[src/rtl/module_link_receiver.sv]
// module_link_receiver
//   Receives 4-byte frames (A5, STATUS, TEMP, CSUM) from greenhouse module 1 over an
//   8N1 UART line. It validates the checksum, converts TEMP from binary to packed BCD
//   and reports link health.
//
// Ports
//   CLOCK_50       in   sole clock, posedge
//   RESET          in   synchronous, active-high
//   RX             in   asynchronous serial input, idle high, LSB first
//   TEMP_F         out  packed BCD {hundreds[1:0], tens[3:0], ones[3:0]}
//   MODULE1_STATUS out  STATUS[3:0] of the last good frame
//   FRAME_VALID    out  one-cycle pulse when TEMP_F / MODULE1_STATUS update
//   FRAME_ERR      out  one-cycle pulse on a rejected frame
//   ERR_COUNT      out  saturating count of rejected frames
//   LINK_OK        out  high while good frames arrive within STALE_CLKS
module module_link_receiver #(
    parameter int unsigned CLKS_PER_BIT = 434,
    parameter int unsigned TIMEOUT_CLKS = 50000,
    parameter int unsigned STALE_CLKS   = 100000000
) (
    input  logic       CLOCK_50,
    input  logic       RESET,
    input  logic       RX,
    output logic [9:0] TEMP_F,
    output logic [3:0] MODULE1_STATUS,
    output logic       FRAME_VALID,
    output logic       FRAME_ERR,
    output logic [7:0] ERR_COUNT,
    output logic       LINK_OK
);
    localparam int unsigned HalfBit = CLKS_PER_BIT / 2;
    localparam int unsigned BitW    = $clog2(CLKS_PER_BIT + 1);
    localparam int unsigned ToW     = $clog2(TIMEOUT_CLKS + 1);
    localparam int unsigned StW     = $clog2(STALE_CLKS + 1);
    localparam logic [7:0]  Header  = 8'hA5;

    typedef enum logic [1:0] {RxIdle, RxStart, RxData, RxStop} rx_state_e;
    typedef enum logic [2:0] {PsHdr, PsStat, PsTemp, PsCsum, PsConv} ps_state_e;

    logic            rx_meta_q, rx_meta_d, rx_sync_q, rx_sync_d;
    rx_state_e       rx_state_q, rx_state_d;
    logic [BitW-1:0] bit_cnt_q, bit_cnt_d;
    logic [2:0]      bit_idx_q, bit_idx_d;
    logic [7:0]      shift_q, shift_d;
    logic            byte_stb_q, byte_stb_d, frm_err_q, frm_err_d;

    ps_state_e       ps_state_q, ps_state_d;
    logic [7:0]      stat_byte_q, stat_byte_d, temp_byte_q, temp_byte_d;
    logic [ToW-1:0]  timer_q, timer_d;
    logic [7:0]      bin_q, bin_d;
    logic [9:0]      bcd_q, bcd_d, bcd_adj;
    logic [3:0]      dd_cnt_q, dd_cnt_d;

    logic [9:0]      temp_f_q, temp_f_d;
    logic [3:0]      status_q, status_d;
    logic            frame_valid_q, frame_valid_d, frame_err_q, frame_err_d;
    logic [7:0]      err_count_q, err_count_d;
    logic [StW-1:0]  stale_q, stale_d;
    logic            link_ok_q, link_ok_d;

    // Bit receiver: all sampling points are offsets from the start-bit midpoint.
    always_comb begin
        rx_meta_d  = RX;
        rx_sync_d  = rx_meta_q;
        rx_state_d = rx_state_q;
        bit_cnt_d  = bit_cnt_q;
        bit_idx_d  = bit_idx_q;
        shift_d    = shift_q;
        byte_stb_d = 1'b0;
        frm_err_d  = 1'b0;
        unique case (rx_state_q)
            RxIdle: begin
                if (!rx_sync_q) begin
                    rx_state_d = RxStart;
                    bit_cnt_d  = '0;
                end
            end
            RxStart: begin
                if (bit_cnt_q == BitW'(HalfBit - 1)) begin
                    bit_cnt_d  = '0;
                    bit_idx_d  = '0;
                    // Line back high at the midpoint: a glitch, not a start bit.
                    rx_state_d = rx_sync_q ? RxIdle : RxData;
                end else begin
                    bit_cnt_d = bit_cnt_q + 1'b1;
                end
            end
            RxData: begin
                if (bit_cnt_q == BitW'(CLKS_PER_BIT - 1)) begin
                    bit_cnt_d = '0;
                    shift_d   = {rx_sync_q, shift_q[7:1]};
                    bit_idx_d = bit_idx_q + 3'd1;
                    if (bit_idx_q == 3'd7) rx_state_d = RxStop;
                end else begin
                    bit_cnt_d = bit_cnt_q + 1'b1;
                end
            end
            RxStop: begin
                if (bit_cnt_q == BitW'(CLKS_PER_BIT - 1)) begin
                    bit_cnt_d  = '0;
                    rx_state_d = RxIdle;
                    byte_stb_d = rx_sync_q;
                    frm_err_d  = !rx_sync_q;
                end else begin
                    bit_cnt_d = bit_cnt_q + 1'b1;
                end
            end
            default: rx_state_d = RxIdle;
        endcase
    end

    // Frame parser, double-dabble converter and output registers.
    always_comb begin
        ps_state_d    = ps_state_q;
        stat_byte_d   = stat_byte_q;
        temp_byte_d   = temp_byte_q;
        timer_d       = timer_q;
        bin_d         = bin_q;
        bcd_d         = bcd_q;
        dd_cnt_d      = dd_cnt_q;
        temp_f_d      = temp_f_q;
        status_d      = status_q;
        frame_valid_d = 1'b0;
        frame_err_d   = 1'b0;
        bcd_adj       = bcd_q;
        if (bcd_q[3:0] >= 4'd5) bcd_adj[3:0] = bcd_q[3:0] + 4'd3;
        if (bcd_q[7:4] >= 4'd5) bcd_adj[7:4] = bcd_q[7:4] + 4'd3;

        // Bytes and framing errors arriving during conversion are dropped.
        if (frm_err_q && ps_state_q != PsConv) begin
            frame_err_d = 1'b1;
            ps_state_d  = PsHdr;
            timer_d     = '0;
        end else begin
            unique case (ps_state_q)
                PsHdr: begin
                    timer_d = '0;
                    if (byte_stb_q && shift_q == Header) ps_state_d = PsStat;
                end
                PsStat, PsTemp, PsCsum: begin
                    timer_d = timer_q + 1'b1;
                    if (byte_stb_q) begin
                        timer_d = '0;
                        if (ps_state_q == PsStat) begin
                            stat_byte_d = shift_q;
                            ps_state_d  = PsTemp;
                        end else if (ps_state_q == PsTemp) begin
                            temp_byte_d = shift_q;
                            ps_state_d  = PsCsum;
                        end else if (shift_q == (Header ^ stat_byte_q ^ temp_byte_q)) begin
                            // First shift happens on the load so the result lands 9 cycles
                            // after the checksum strobe.
                            bin_d      = {temp_byte_q[6:0], 1'b0};
                            bcd_d      = {9'd0, temp_byte_q[7]};
                            dd_cnt_d   = 4'd1;
                            ps_state_d = PsConv;
                        end else begin
                            frame_err_d = 1'b1;
                            ps_state_d  = PsHdr;
                        end
                    end else if (timer_q == ToW'(TIMEOUT_CLKS - 1)) begin
                        frame_err_d = 1'b1;
                        ps_state_d  = PsHdr;
                        timer_d     = '0;
                    end
                end
                PsConv: begin
                    if (dd_cnt_q == 4'd8) begin
                        temp_f_d      = bcd_q;
                        status_d      = stat_byte_q[3:0];
                        frame_valid_d = 1'b1;
                        ps_state_d    = PsHdr;
                    end else begin
                        bcd_d    = {bcd_adj[8:0], bin_q[7]};
                        bin_d    = {bin_q[6:0], 1'b0};
                        dd_cnt_d = dd_cnt_q + 4'd1;
                    end
                end
                default: ps_state_d = PsHdr;
            endcase
        end

        err_count_d = err_count_q;
        if (frame_err_d && err_count_q != 8'hFF) err_count_d = err_count_q + 8'd1;

        stale_d   = stale_q;
        link_ok_d = link_ok_q;
        if (frame_valid_d) begin
            stale_d   = '0;
            link_ok_d = 1'b1;
        end else begin
            if (stale_q != StW'(STALE_CLKS)) stale_d = stale_q + 1'b1;
            if (stale_d == StW'(STALE_CLKS)) link_ok_d = 1'b0;
        end
    end

    always_ff @(posedge CLOCK_50) begin
        if (RESET) begin
            rx_meta_q     <= 1'b1;
            rx_sync_q     <= 1'b1;
            rx_state_q    <= RxIdle;
            bit_cnt_q     <= '0;
            bit_idx_q     <= '0;
            shift_q       <= '0;
            byte_stb_q    <= 1'b0;
            frm_err_q     <= 1'b0;
            ps_state_q    <= PsHdr;
            stat_byte_q   <= '0;
            temp_byte_q   <= '0;
            timer_q       <= '0;
            bin_q         <= '0;
            bcd_q         <= '0;
            dd_cnt_q      <= '0;
            temp_f_q      <= '0;
            status_q      <= '0;
            frame_valid_q <= 1'b0;
            frame_err_q   <= 1'b0;
            err_count_q   <= '0;
            stale_q       <= '0;
            link_ok_q     <= 1'b0;
        end else begin
            rx_meta_q     <= rx_meta_d;
            rx_sync_q     <= rx_sync_d;
            rx_state_q    <= rx_state_d;
            bit_cnt_q     <= bit_cnt_d;
            bit_idx_q     <= bit_idx_d;
            shift_q       <= shift_d;
            byte_stb_q    <= byte_stb_d;
            frm_err_q     <= frm_err_d;
            ps_state_q    <= ps_state_d;
            stat_byte_q   <= stat_byte_d;
            temp_byte_q   <= temp_byte_d;
            timer_q       <= timer_d;
            bin_q         <= bin_d;
            bcd_q         <= bcd_d;
            dd_cnt_q      <= dd_cnt_d;
            temp_f_q      <= temp_f_d;
            status_q      <= status_d;
            frame_valid_q <= frame_valid_d;
            frame_err_q   <= frame_err_d;
            err_count_q   <= err_count_d;
            stale_q       <= stale_d;
            link_ok_q     <= link_ok_d;
        end
    end

    assign TEMP_F         = temp_f_q;
    assign MODULE1_STATUS = status_q;
    assign FRAME_VALID    = frame_valid_q;
    assign FRAME_ERR      = frame_err_q;
    assign ERR_COUNT      = err_count_q;
    assign LINK_OK        = link_ok_q;

endmodule

[config.mk]
export PLATFORM = sky130hd
export DESIGN_NAME = module_link_receiver
export DESIGN_NICKNAME = d
export VERILOG_FILES = /design/src/rtl/module_link_receiver.sv
export SDC_FILE = /design/constraint.sdc
export NUM_CORES = 1
export LEC_CHECK = 0
export ABC_AREA = 1
export CAP_MARGIN = 0
export CORE_MARGIN = 2
export CORE_UTILIZATION = 55
export DETAILED_ROUTE_END_ITERATION = 8
export DONT_BUFFER_PORTS = 1
export PLACE_DENSITY = 0.7
export SLEW_MARGIN = 20
export SYNTH_ARGS = -nofsm -noshare
export SYNTH_HDL_FRONTEND = slang
export SYNTH_SLANG_ARGS = --single-unit
[constraint.sdc]
create_clock -name CLOCK_50 -period 1.69 [get_ports CLOCK_50]
set_input_delay 0.169 -clock CLOCK_50 [delete_from_list [all_inputs] [get_ports CLOCK_50]]
set_output_delay 0.169 -clock CLOCK_50 [all_outputs]
set_load 0.005 [all_outputs]
; ---- After elaboration in Yosys (flattened, before gate mapping)
; Cells that the tools add are included.
[op_classes]
shift = 0
multipliers = 0
mux = 59
magnitude_cmp = 2
n_addsub = 8
bitwise_logic = 6
n_reduce_logical = 23
n_div = 0
eq_ne = 31
[ops]
columns = cell, n
row1 = 2-to-1 mux 27 bit, 2
row2 = 2-to-1 mux 10 bit, 5
row3 = 2-to-1 mux 8 bit, 5
row4 = 2-to-1 mux 16 bit, 2
row5 = one-hot mux 16 bit (2 select lines), 1
row6 = 2-to-1 mux 4 bit, 7
row7 = adder 27 x 1 -> 27 bit (second input constant), 1
row8 = == test 27 bit (second input constant), 1
row9 = 2-to-1 mux 3 bit, 9
row10 = 2-to-1 mux 9 bit, 3
row11 = inequality test 27 bit (second input constant), 1
row12 = one-hot mux 9 bit (3 select lines), 1
row13 = inequality test 2 bit (second input constant), 12
row14 = one-hot mux 10 bit (2 select lines), 1
row15 = adder 16 x 1 -> 16 bit (second input constant), 1
row16 = == test 16 bit (second input constant), 1
row17 = one-hot mux 8 bit (2 select lines), 1
row18 = 2-to-1 mux 1 bit, 12
row19 = 2-to-1 mux 2 bit, 6
row20 = AND reduction 5 bit, 2
row21 = adder 9 x 1 -> 9 bit (second input constant), 1
row22 = == test 9 x 8 -> 1 bit (second input constant), 1
row23 = == test 9 bit (second input constant), 1
row24 = one-hot mux 3 bit (3 select lines), 1
row25 = 32 further kinds, 51
[word_totals]
out_inout_bits = 25
latch_bits = 0
mem_bits_rw = 0
input_bits = 3
regBits = 135
wordCells = 151
mem_count = 0
mem_bits_ro = 0

; ---- Logic depth before layout (Yosys ltp)
[logic_depth]
word_depth = 10
ltp_mapped = 14
ltp_nobuf = 14

; ---- Worst setup path before layout
; No wires, ideal clock.
[synth_path]
path_kind = reg2reg
from = reg stale_q[0]
to = reg link_ok_q (netlist: LINK_OK)
stages_incl_launch_ff = 14
arrival_ps = 1656
period_less_slack_ps = 1778
setup_time_ps = 122
path_buffers = 0
setup_slack_ps = -88
cell_sequence = dfxtp_1 ha_1 nand3_1 inv_1 nand2_1 nor2_4 nand2_1 xor2_1 nor2_1 nand2_1 nor2_1 nand3_1 nand2_1 nand2_1
[synth_between]
elab_chain_cells = 5
elab_cells_between_ends = 6
[synth_lines]
columns = item, line_no
row1 = "start, declared", 58  ; logic [StW-1:0] stale_q, stale_d;
row2 = "start signal, assigned", 242  ; stale_q <= stale_d;
row3 = adder 27 x 1 -> 27 bit or inequality test 27 bit (tied branches), 192  ; if (stale_q != StW'(STALE_CLKS)) stale_d = stale_q + 1'b1;
row4 = 2-to-1 mux 27 bit *, 192
row5 = 2-to-1 mux 27 bit *, 188  ; if (frame_valid_d) begin
row6 = == test 27 bit *, 193  ; if (stale_d == StW'(STALE_CLKS)) link_ok_d = 1'b0;
row7 = nonzero test 2 bit (no line) *, -
row8 = "end signal, assigned", 243  ; link_ok_q <= link_ok_d;
row9 = "end, declared", 59  ; logic link_ok_q, link_ok_d;
; Mark *: on every way between the ends. The rest lies on a longest branch, timed or not. The select of a mux whose other input is x is not followed.
; A chain may end at the register's enable or synchronous reset.

; ---- Worst setup path after layout
[layout_path]
from = reg temp_byte_q[6]
to = reg bcd_q[9]
[layout_between]
elab_chain_cells = 4
[layout_lines]
columns = item, line_no
row1 = "start, declared", 48  ; logic [7:0] stat_byte_q, stat_byte_d, temp_byte_q, temp_byte_d;
row2 = "start signal, assigned", 232  ; temp_byte_q <= temp_byte_d;
row3 = XOR 8 bit, 150  ; end else if (shift_q == (Header ^ stat_byte_q ^ temp_byte_q)) begin
row4 = == test 8 bit, 150
row5 = inequality test 2 bit (no line), -
row6 = AND reduction 7 bit (no line), -
row7 = "end signal, assigned", 212  ; bcd_q <= '0;
row8 = "end signal, assigned", 235  ; bcd_q <= bcd_d;
row9 = "end, declared", 51  ; logic [9:0] bcd_q, bcd_d, bcd_adj;
; No other way between the ends.

==> summary.txt <==
Drt
  – WL/cell: 14.99 um
  – Met2 wire length: about 9.3 mm
  – WL met1: between 8 and 9 mm
  – WL final: ~19 mm
  – Routed vias/inst: about 5.4
  – Via count: just under 7000
  – ANT nets after route: 0
  – Routed wl met3: around 960 um
  – Detailed Routing Iterations Pass 1: 5
  – Highest metal layer with signal wires: met4
  – Residual DRC count: 0
  – DRT iter0 DRCs: between 400 and 500

Logic synthesis
  – Yosys warnings: 0
  – Share of flip-flops with an asynchronous set or reset: 0%
  – Top FF cell, synth: dfxtp_1
  – Synth Register Bits: approximately 130
  – Syn Nets: ~1000
  – Post-synth EDFFs: 0
  – Synth unique cells: 38
  – Cell Area, Synth: ~0.0067 mm2
  – Post-synthesis sequential area ratio: ~40%
  – Cell count after synthesis: just under 1000
  – Synth Area per Inst: between 6 and 7 um2

Timing
  – Peak Freq: 520.2 MHz
  – Final min period: between 1.5 and 2 ns
  – Fin. max-slew vios: 0
  – Final setup margin: -0.2325 ns
  – Final Hold Fails: 0
  – Unrepaired setup endpoints after global routing: yes
  – # setup viols final: 33
  – Setup TNS: -3.521 ns
  – Hold_ws: 0.03109 ns
  – Skew final: approximately 0.009 ns
  – Worst rel slew slack: 27.89%
  – Fin crit share: 113.8%
  – Tightest Pin Transition: ~1.1 ns

Global routing
  – Vias in the first global route: between 6000 and 7000
  – Gr ovfl total: 0
  – Initial antenna violation count: 0
  – Largest net degree at the start of global routing: 40
  – First-pass GRT wire length: around 27 mm
  – Gr usage total: a little over a quarter

Clocking
  – Clk slew on worst S/H paths: around 0.07 ns
  – Maximum clock path buffer count: 2
  – H-tree depth: 4
  – TritonCTS buffer count: 17
  – Clk_lat worst skew: about 0.43 ns
  – TritonCTS clock tree: yes
  – CTS root buf: clkbuf_16
  – Clock tree sinks: 134

Job
  – Max cap viols: 0

Setup path
  – Kind of critical path: flip-flop to flip-flop
  – Critical path endpoint category: flip-flop
  – CP required: 2.06 ns
  – WP data arrival: around 2.3 ns
  – Critical path launch point type: flip-flop
  – Worst-path maximum fanout: 7

Floorplanning
  – Num rows: 40
  – Core area: ~0.012 mm2
  – I/O pins: 28
  – Starting density of the core: between 50 and 60%
  – Die Span Y: 114.1 um
  – DIE AREA: roughly 0.013 mm2
  – Die Wd: roughly 110 um

Cells and area
  – Area grow syn2layout: 39.76%
  – Share of cells above drive strength 1: 31.12%
  – Fin nets: between 1000 and 1500
  – Filler cells: 792
  – Final core utilization: about four fifths
  – Antenna Cells: 0

Run status
  – Outcome: complete, but fails checks
  – Failing checks: negative setup slack

Placement
  – Detailed placement HPWL: 11.06 mm
  – GP Congestion: about 0.90
  – Port-buffer cells: 0

Power and ir drop
  – PwrDens: approximately 800 mW/mm2
  – VDD IR max: about 0.84 mV
  – Leakage power: 3.671 nW

Worst hold path
  – Hold WC Path Type: primary input to flip-flop
flip-flops by register name, summed over array words and instances, names as in the netlist, 9 cells and up, named ones only:
signal,flops
bcd_q,10
bit_cnt_q,9
TEMP_F,10
timer_q,16
stale_q,27
cells by family after synthesis:
| group | Yosys count | synth area share, % |
|---|---|---|
| xor gates and xnor gates | 39 | 5.128 |
| DFF | 134 | 40.27 |
| and+or+nand+nor | 446 | 28.40 |
| AOI/OAI and AO/OA | 180 | 14.35 |
| buffers and inverters | 150 | 9.034 |
| adders and majority gates | 15 | 2.817 |
synth_stat cells, drive strengths merged (4+ instances only):
master | count | area (um2)
a211oi | 7 | 57.55
o21ai | 85 | 425.4
clkbuf | 13 | 48.80
nor4 | 5 | 31.28
nor2 | 144 | 570.6
buf | 9 | 70.06
nand3 | 51 | 260.3
nand2 | 200 | 758.2
ha | 15 | 187.7
nand4 | 19 | 118.9
or2 | 4 | 25.02
xor2 | 29 | 254.0
nor3 | 19 | 100.1
inv | 128 | 483.0
a21oi | 76 | 380.4
xnor2 | 10 | 87.58
dfxtp | 134 | 2683
path summary, 6_finish.rpt:
path	startpoint	to	slack (ns)	depth (start not counted)
min reg2reg	bin_q[5]	bin_q[5]	0.48	2
max	temp_byte_q[6]	bcd_q[9]	-0.23	12
min	RESET	stale_q[0]	0.03	3
max reg2reg	temp_byte_q[6]	bcd_q[9]	-0.23	12
cell usage in the layout (no fill, tap or decap), types with 5 or more instances in the layout:
cell,synthesis,layout
nand2_1,197,171
nor2_1,138,116
buf_4,0,114
dfxtp_1,134,111
inv_1,123,109
o21ai_0,81,59
a21oi_1,76,56
nand3_1,50,37
xor2_1,29,28
nor2_2,3,22
dfxtp_2,0,21
clkbuf_16,0,20
nand2_2,3,19
a21oi_2,0,19
nand4_1,19,19
nor3_1,18,14
o21ai_2,0,14
inv_2,4,13
buf_6,4,13
ha_1,15,11
nand3_2,1,10
xnor2_1,10,8
nand2_4,0,8
o21ai_4,0,8
inv_6,0,7
nor2_4,3,6
inv_4,1,5
nor3_2,1,5
buf_12,0,5
cell type report:
| cell class | instances | area (um2) | area share [%] |
|---|---|---|---|
| Inverter | 128 | 505.5 | 5.429 |
| Timing Repair Buffer | 141 | 1245 | 13.37 |
| Tap cell | 147 | 183.9 | 1.976 |
| Multi-Input combinational cell | 680 | 4049 | 43.49 |
| Clock buffer | 17 | 425.4 | 4.569 |
| Sequential cell | 134 | 2716 | 29.18 |
| Clock inverter | 15 | 185.2 | 1.989 |
power breakdown:
part | switching [mW] | internal [mW] | total, mW
sequential | 0.0304 | 3.19 | 3.22
clock | 1.59 | 2.24 | 3.83
combinational | 0.307 | 0.250 | 0.557
total | 1.93 | 5.68 | 7.61
per-stage QoR:
| step | cell area [um2] | total power [mW] | cells | worst slack [ns] |
|---|---|---|---|---|
| after global placement | 7635 | 3.662 | 1200 | -0.1718 |
| after global routing | 9310 | 7.836 | 1262 | -0.2928 |
| after detailed placement | 7635 | 3.667 | 1200 | -0.1859 |
| final | 9310 | 7.607 | 1262 | -0.2325 |
| after floorplan | 6674 | 3.505 | 964 | 0.01220 |
| after CTS | 8502 | 7.507 | 1244 | -0.08087 |
worst max-delay path, cell delays in order (launching register included):
cell	delay [ns]
dfxtp_1	0.34
xnor2_1	0.22
xor2_1	0.24
nand2_1	0.10
nor2_2	0.14
nand2_2	0.11
nand2_4	0.11
nand2_8	0.09
buf_12	0.17
buf_6	0.12
nand2_1	0.04
o21ai_1	0.07
nor2_1	0.10
routing by layer:
layer  vias up  global-route usage [%]
li1       3406                       -
met1      3167                   34.00
met2       223                   42.94
met3        43                   5.294
met4         0                   9.350
met5         -                       0
what timing repair did:
| action | CTS | global route |
|---|---|---|
| gates cloned | 0 | 7 |
| buffers inserted | 7 | 16 |
| hold buffers | 5 | 0 |
| endpoints found under the setup margin | 23 | 73 |
| gates resized for setup | 52 | 182 |
| hold endpoints to repair | 22 | 0 |
| pin swaps | 16 | 62 |
Power figures use the tool's default switching activity.
